`src/rtl/if_fetch_pkg.sv`:
```
// Shared definitions for the instruction-fetch stage: default widths, the NOP word
// and the fetch FSM state encoding.
package if_fetch_pkg;

    localparam int          DEF_ADDR_W   = 32;
    localparam int          DEF_INST_W   = 32;
    localparam logic [31:0] DEF_NOP_INST = 32'h0000_0013;

    // Index of the IF/ID hold bit inside the pipeline stall vector
    localparam int STALL_IF_ID = 1;

    typedef enum logic [1:0] {
        IF_IDLE    = 2'b00,
        IF_BUSY    = 2'b01,
        IF_DISCARD = 2'b10
    } if_state_t;

endpackage

```
`src/rtl/if_fetch_if_id_reg.sv`:
```
// IF/ID pipeline register: flush clears to a NOP bubble, hold keeps contents,
// otherwise loads either a delivered instruction or a bubble tagged with the current pc.
module if_fetch_if_id_reg
    import if_fetch_pkg::*;
#(
    parameter int                 ADDR_W   = DEF_ADDR_W,
    parameter int                 INST_W   = DEF_INST_W,
    parameter logic [INST_W-1:0]  NOP_INST = DEF_NOP_INST[INST_W-1:0]
) (
    input  logic              clk,
    input  logic              rst,
    input  logic              i_hold,
    input  logic              i_flush,
    input  logic              i_load_valid,
    input  logic [ADDR_W-1:0] i_load_pc,
    input  logic [INST_W-1:0] i_load_inst,
    input  logic [ADDR_W-1:0] i_bubble_pc,
    output logic [ADDR_W-1:0] o_pc,
    output logic [INST_W-1:0] o_inst,
    output logic              o_valid
);

    logic [ADDR_W-1:0] r_pc;
    logic [INST_W-1:0] r_inst;
    logic              r_valid;

    always_ff @(posedge clk) begin
        if (rst || i_flush) begin
            r_pc    <= '0;
            r_inst  <= NOP_INST;
            r_valid <= 1'b0;
        end else if (!i_hold) begin
            if (i_load_valid) begin
                r_pc    <= i_load_pc;
                r_inst  <= i_load_inst;
                r_valid <= 1'b1;
            end else begin
                r_pc    <= i_bubble_pc;
                r_inst  <= NOP_INST;
                r_valid <= 1'b0;
            end
        end
    end

    assign o_pc    = r_pc;
    assign o_inst  = r_inst;
    assign o_valid = r_valid;

endmodule

```
`src/rtl/if_fetch.sv`:
```
// Instruction-fetch stage: single-outstanding req/ack fetch of the word at pc,
// one-entry hold buffer for downstream stalls, and drop of in-flight data on flush.
//
// state      | meaning
// IF_IDLE    | no request outstanding; issue one unless a held word is waiting or flushing
// IF_BUSY    | request outstanding; req/addr held stable until ack
// IF_DISCARD | request was flushed before its ack; swallow that ack and its data
module if_fetch
    import if_fetch_pkg::*;
#(
    parameter int                 ADDR_W   = DEF_ADDR_W,
    parameter int                 INST_W   = DEF_INST_W,
    parameter logic [INST_W-1:0]  NOP_INST = DEF_NOP_INST[INST_W-1:0]
) (
    input  logic              clk,
    input  logic              rst,
    input  logic [ADDR_W-1:0] pc_i,
    input  logic [5:0]        stall,
    input  logic              flush_i,
    output logic              mem_req_o,
    output logic [ADDR_W-1:0] mem_addr_o,
    input  logic [INST_W-1:0] mem_rdata_i,
    input  logic              mem_ack_i,
    output logic [ADDR_W-1:0] if_pc_o,
    output logic [INST_W-1:0] if_inst_o,
    output logic              if_valid_o,
    output logic              stallreq_o
);

    if_state_t         r_state;
    if_state_t         w_state_nxt;
    logic              r_mem_req;
    logic              w_mem_req_nxt;
    logic [ADDR_W-1:0] r_mem_addr;
    logic [ADDR_W-1:0] w_mem_addr_nxt;

    logic              r_hold_valid;
    logic [ADDR_W-1:0] r_hold_pc;
    logic [INST_W-1:0] r_hold_inst;

    logic              w_id_hold;
    logic              w_ack_busy;
    logic              w_complete;
    logic [ADDR_W-1:0] w_pc_aligned;
    logic              w_unused_bits;

    assign w_id_hold     = stall[STALL_IF_ID];
    assign w_ack_busy    = (r_state == IF_BUSY) && mem_ack_i;
    assign w_complete    = w_ack_busy && !flush_i;
    assign w_pc_aligned  = {pc_i[ADDR_W-1:2], 2'b00};
    assign w_unused_bits = ^{stall[5:2], stall[0], pc_i[1:0]};

    always_ff @(posedge clk) begin
        if (rst) begin
            r_state    <= IF_IDLE;
            r_mem_req  <= 1'b0;
            r_mem_addr <= '0;
        end else begin
            r_state    <= w_state_nxt;
            r_mem_req  <= w_mem_req_nxt;
            r_mem_addr <= w_mem_addr_nxt;
        end
    end

    always_comb begin
        w_state_nxt    = r_state;
        w_mem_req_nxt  = r_mem_req;
        w_mem_addr_nxt = r_mem_addr;
        case (r_state)
            IF_IDLE: begin
                if (!r_hold_valid && !flush_i) begin
                    w_state_nxt    = IF_BUSY;
                    w_mem_req_nxt  = 1'b1;
                    w_mem_addr_nxt = w_pc_aligned;
                end
            end
            IF_BUSY: begin
                // A flush coinciding with the ack simply discards the data here.
                if (mem_ack_i) begin
                    w_state_nxt   = IF_IDLE;
                    w_mem_req_nxt = 1'b0;
                end else if (flush_i) begin
                    w_state_nxt   = IF_DISCARD;
                    w_mem_req_nxt = 1'b0;
                end
            end
            IF_DISCARD: begin
                if (mem_ack_i) begin
                    w_state_nxt = IF_IDLE;
                end
            end
            default: begin
                w_state_nxt   = IF_IDLE;
                w_mem_req_nxt = 1'b0;
            end
        endcase
    end

    // A word that completes while ID is stalled parks here until the stall clears.
    always_ff @(posedge clk) begin
        if (rst || flush_i) begin
            r_hold_valid <= 1'b0;
            r_hold_pc    <= '0;
            r_hold_inst  <= NOP_INST;
        end else if (w_complete && w_id_hold) begin
            r_hold_valid <= 1'b1;
            r_hold_pc    <= r_mem_addr;
            r_hold_inst  <= mem_rdata_i;
        end else if (r_hold_valid && !w_id_hold) begin
            r_hold_valid <= 1'b0;
        end
    end

    if_fetch_if_id_reg #(
        .ADDR_W   (ADDR_W),
        .INST_W   (INST_W),
        .NOP_INST (NOP_INST)
    ) u_if_id_reg (
        .clk          (clk),
        .rst          (rst),
        .i_hold       (w_id_hold),
        .i_flush      (flush_i),
        .i_load_valid (w_complete || r_hold_valid),
        .i_load_pc    (w_complete ? r_mem_addr : r_hold_pc),
        .i_load_inst  (w_complete ? mem_rdata_i : r_hold_inst),
        .i_bubble_pc  (pc_i),
        .o_pc         (if_pc_o),
        .o_inst       (if_inst_o),
        .o_valid      (if_valid_o)
    );

    assign mem_req_o  = r_mem_req;
    assign mem_addr_o = r_mem_addr;
    assign stallreq_o = !flush_i && !r_hold_valid && !w_ack_busy;

endmodule
```
`config.mk`:
```
export PLATFORM = sky130hd
export DESIGN_NAME = if_fetch
export DESIGN_NICKNAME = d
export VERILOG_FILES = /design/src/rtl/if_fetch_pkg.sv /design/src/rtl/if_fetch_if_id_reg.sv /design/src/rtl/if_fetch.sv
export SDC_FILE = /design/constraint.sdc
export NUM_CORES = 1
export LEC_CHECK = 0
export CAP_MARGIN = 40
export CORE_MARGIN = 5
export CORE_UTILIZATION = 35
export CTS_CLUSTER_DIAMETER = 120
export DETAILED_ROUTE_END_ITERATION = 6
export PLACE_DENSITY = 0.65
export SYNTH_ARGS = -nofsm -noshare
export SYNTH_HDL_FRONTEND = slang
export SYNTH_SLANG_ARGS = --single-unit
```
`constraint.sdc`:
```
create_clock -name clk -period 2.01 [get_ports clk]
set_input_delay 0.402 -clock clk [delete_from_list [all_inputs] [get_ports clk]]
set_output_delay 0.402 -clock clk [all_outputs]
set_load 0.01 [all_outputs]
```
Word-level counts from Yosys, hierarchy flattened
Index checks and enable logic that the tools add are counted.

Register bits: 161. Bits of input ports: 74. Output and inout bits: 99. Word-level logic and storage cells: 48.

Eq/ne operators: 5. Mux-type cells: 16. Bitwise operators: 1. Reduce and logical (&&, ||, !) cells: 17.

Operators with widths (number): 2-to-1 mux 32 bit (4); 2-to-1 mux 2 bit (4); logical AND 1 bit (6); 2-to-1 mux 1 bit (6); case mux 2 bit (3 select lines) (1); AND reduction 3 bit (2); zero test 1 bit (4); inequality test 2 bit, second input constant (2); inequality test 3 bit, second input constant (1); case mux 1 bit (3 select lines) (1); equality test 2 x 1 -> 1 bit, second input constant (1); equality test 2 bit, second input constant (1); zero test 2 bit (1); logical OR 1 bit (2); AND reduction 2 bit (1); nonzero test 2 bit (1); inverter 1 bit (1).

Logic depth before layout (Yosys ltp)
Depth after elaboration: 5. Depth in mapped cells: 7. Mapped depth without buffers: 3.

Hierarchy
A second synthesis with hierarchy kept.

Cells, all modules: 929. Area total of the unflattened synthesis: 7339.5 sq um.

Modules (own cells, without submodules): if_fetch (times used 1, cells an instance 639, area an instance 4486.8 sq um, seq. area each 1921.8 sq um); if_fetch_if_id_reg (times used 1, cells an instance 290, area an instance 2852.7 sq um, seq. area each 1301.2 sq um).

Worst setup path after synthesis
No wires, ideal clock.

Kind: register to output. Start: reg r_hold_valid. End: out stallreq_o. Arrival time: 1.133 ns. Required time: 1.608 ns. Path slack: 0.475 ns. Stages on the path, launching flop included: 5. Path buffers: 3. Cell sequence: dfxtp_1 -> buf_2 -> clkbuf_1 -> clkbuf_1 -> nor3_1.

Longest elaborated chain between the ends: 3.

Ends and longest elaborated chain: start: declaration (line if_fetch.sv:37) `logic r_hold_valid;`; start signal: assignment (line if_fetch.sv:102) `r_hold_valid <= 1'b0;`; start signal: assignment (line if_fetch.sv:106) `r_hold_valid <= 1'b1;`; start signal: assignment (line if_fetch.sv:110) `r_hold_valid <= 1'b0;`; zero test 1 bit (line if_fetch.sv:134) `assign stallreq_o = !flush_i && !r_hold_valid && !w_ack_busy;`; logical AND 1 bit (2 in a row) (line if_fetch.sv:134); end: declaration (line if_fetch.sv:27) `output logic stallreq_o`.

No other way between the ends.

Worst setup path after layout
Start: in mem_ack_i. End: out stallreq_o.

Longest elaborated chain between the ends: 3.

Ends and longest elaborated chain: start: declaration (line if_fetch.sv:23) `input logic mem_ack_i,`; logical AND 1 bit (line if_fetch.sv:48) `assign w_ack_busy = (r_state == IF_BUSY) && mem_ack_i;`; zero test 1 bit (line if_fetch.sv:134); logical AND 1 bit (line if_fetch.sv:134).

No other way between the ends.

==> impl_metrics.csv <==
group,metric,value,unit
drt,via_per_inst,5.22,
clock_tree,cts_tree,"built",
global_routing,first_global_vias,6269,
cells_and_area,synthToLayoutAreaGrowth,41.9,%
synthesis,ys.flop_type,"dfxtp_1",
global_routing,antenna_found_initial,0,
global_routing,grt_pass1_wl,32700,um
setup_path,critPathMaxFanout,2,
cells_and_area,antenna_cells,0,
flow_run,max_cap_violations,0,
die,rows,50,
power,power,7.29,mW
synthesis,synthArstFlopShare,0,%
setup_path,cp_num_buf_inv,2,
drt,drc,0,
clock_tree,clock_tree.root_cell,"clkbuf_16",
place,gp_congestion,0.747,
clock_tree,clk_pin_slew_worst_paths,0.06,ns
die,core,18900,um2
global_routing,grt_usage,18.1,%
clock_tree,cts-buffers-inserted,17,
synthesis,synth_cell_types,34,
drt,postRouteAntennaNets,0,
timing,setup_viol,0,
clock_tree,cts.htree.levels,4,
place,dp.cells,1223,
die,io_pins,173,
cells_and_area,drive_gt1_share,9.25,%
cells_and_area,final_common_cell,"clkdlybuf4s50_1",
clock_tree,ctsResizeCount,1,
synthesis,yosysWarnings,0,
cells_and_area,mostFrequentLayoutCells,"163 x clkdlybuf4s50_1, 160 x dfxtp_1, 150 x nand2_1",
cells_and_area,fin_cells,1255,
timing,final.setup.tns,0,ns
timing,hold_slack,0.447,ns
power,powerDensity,760,nW/um2
timing,fin_crit,1.81,ns
timing,rsz0062_at_grt,"false",
drt,drt_pass1_iterations,5,
drt,drtIter0Drc,445,
timing,finalCritPeriodShare,89.9,%
setup_path,cpPeakStageDelay,0.42,ns
setup_path,crit_chain,"clkdlybuf4s50_1 > nand2_1 > nor2_1 > nor3_1 > dlygate4sd2_1",
min_path,hold_path_class,"flop to flop",
timing,finalHoldViolations,0,
setup_path,crit_type,"input port to output pin",
status,status,"completed",
drt,detail_route.wl_per_cell,16.1,um
synthesis,synth-edff-count,0,
cells_and_area,multiInputGateArea,3150,um2
cells_and_area,nFillCells,1822,
die,die_h,149,um
clock_tree,cts_buffer_depth,2,
setup_path,arrival,1.40,ns
place,port-buffer-count,165,
setup_path,cp.required,1.61,ns
timing,clock_skew,0.00584,ns
setup_path,crit_slowest_cell,"clkdlybuf4s50_1",
die,dieWidth,149,um
global_routing,overflow,0,
setup_path,cp-startpoint,"mem_ack_i",
drt,drt_wl_total,20200,um
synthesis,syn-mean-instance-area,8.05,um2
clock_tree,cts_sinks,161,
drt,vias,6550,
timing,slew_viol_final,0,
place,dp_hpwl,13100,um
timing,clock.fmax,554,MHz
synthesis,ys_ff_latch,161,
cells_and_area,fin_nets,1056,
power,vdd_drop_max,0.550,mV
min_path,min_from,"r_hold_pc[30]",
clock_tree,postCtsSetupBuffers,0,
clock_tree,clkLatencyLatePin,0.42,ns
synthesis,ys_seq_area_share,47.6,%
power,p_leak,3.32,nW
global_routing,grt_max_degree,104,
setup_path,worstSetupEndpointType,"output pin",
clock_tree,cts_hold_buf,0,
cells_and_area,seqCellArea,3230,um2
die,start_util,35.8,%
synthesis,synthesis.area,6770,um2
setup_path,crit_path_start_kind,"input port",
synthesis,syn_inst,840,
setup_path,crit-reg2reg-launch,"r_state[1]",
setup_path,crit_family,"buffers and inverters",
die,die_area,22200,um2
[area by class of cell]
cell class / instances / area share [%]
clock buffers: 21 / 4.80
inverters: 4 / 0.156
flip-flops and latches: 161 / 33.6
well taps: 260 / 3.39
multi-input cells: 581 / 32.8
repair buffers: 217 / 24.1
clock inverters: 11 / 1.10
[kinds of logic after synthesis]
logic type	synth area share [%]
and+or+nand+nor	28.2
AOI/OAI and AO/OA	13.0
DFF	47.6
buffers and inverters	6.45
muxes	4.61
other	0.0554
[stage by stage]
step / util [%] / setup WS, ns / area, um2
after floorplan: - / 0.475 / 6770
after CTS: 50.8 / 0.172 / 9600
after detailed placement: 47.8 / -0.159 / 9030
final: 50.8 / 0.204 / 9600
after global placement: 47.8 / -0.130 / 9030
after global routing: 50.8 / 0.124 / 9600
[cell usage after synthesis (all sizes together), types with 2 or more instances]
cell	count	area share, %
a32oi	2	0.26
nor3	5	0.37
mux2i	30	4.4
a31oi	29	2.7
o31ai	4	0.44
nand4	88	8.1
a21oi	35	2.6
clkbuf	60	3.3
inv	4	0.22
nand2	150	8.3
and3	4	0.37
o211ai	3	0.33
or3	30	2.8
nor2	11	0.65
nand3	90	6.7
buf	35	2.9
o21ai	89	6.6
dfxtp	161	48
[sequential cells by signal, summed over array words and instances, names as in the netlist]
name                 count
r_hold_valid             1
u_if_id_reg.o_pc        32
u_if_id_reg.o_inst      32
mem_req_o                1
u_if_id_reg.o_valid      1
mem_addr_o              30
r_hold_inst             32
r_state                  2
r_hold_pc               30
[metal layers]
metal	vias up	track usage [%]	part of all wire [%]
met1	3048	24.1	46
li1	3307	-	-
met2	179	28.5	46
met5	-	0	0
met3	16	5.56	7.0
met4	0	4.94	1.2
[tightest hold or removal path: stages (launching register included)]
cell	delay [ns]
dfxtp_1	0.31
nand2_1	0.05
o21ai_1	0.05
[power by group]
group	internal, mW	total (mW)	switching (mW)
Combinational	0.425	0.848	0.423
Sequential	3.28	3.34	0.0663
Clock	1.78	3.10	1.32
Total	5.48	7.29	1.81
[path summary, 6_finish.rpt]
check | cells past startpoint | slack, ns | endpoint
worst max-delay path | 5 | 0.20 | stallreq_o
worst min-delay path | 2 | 0.45 | r_hold_pc[30]
worst max register to register | 6 | 0.45 | u_if_id_reg.o_inst[29]
worst min register to register | 2 | 0.45 | r_hold_pc[30]
(Power assumes the default switching activity.)
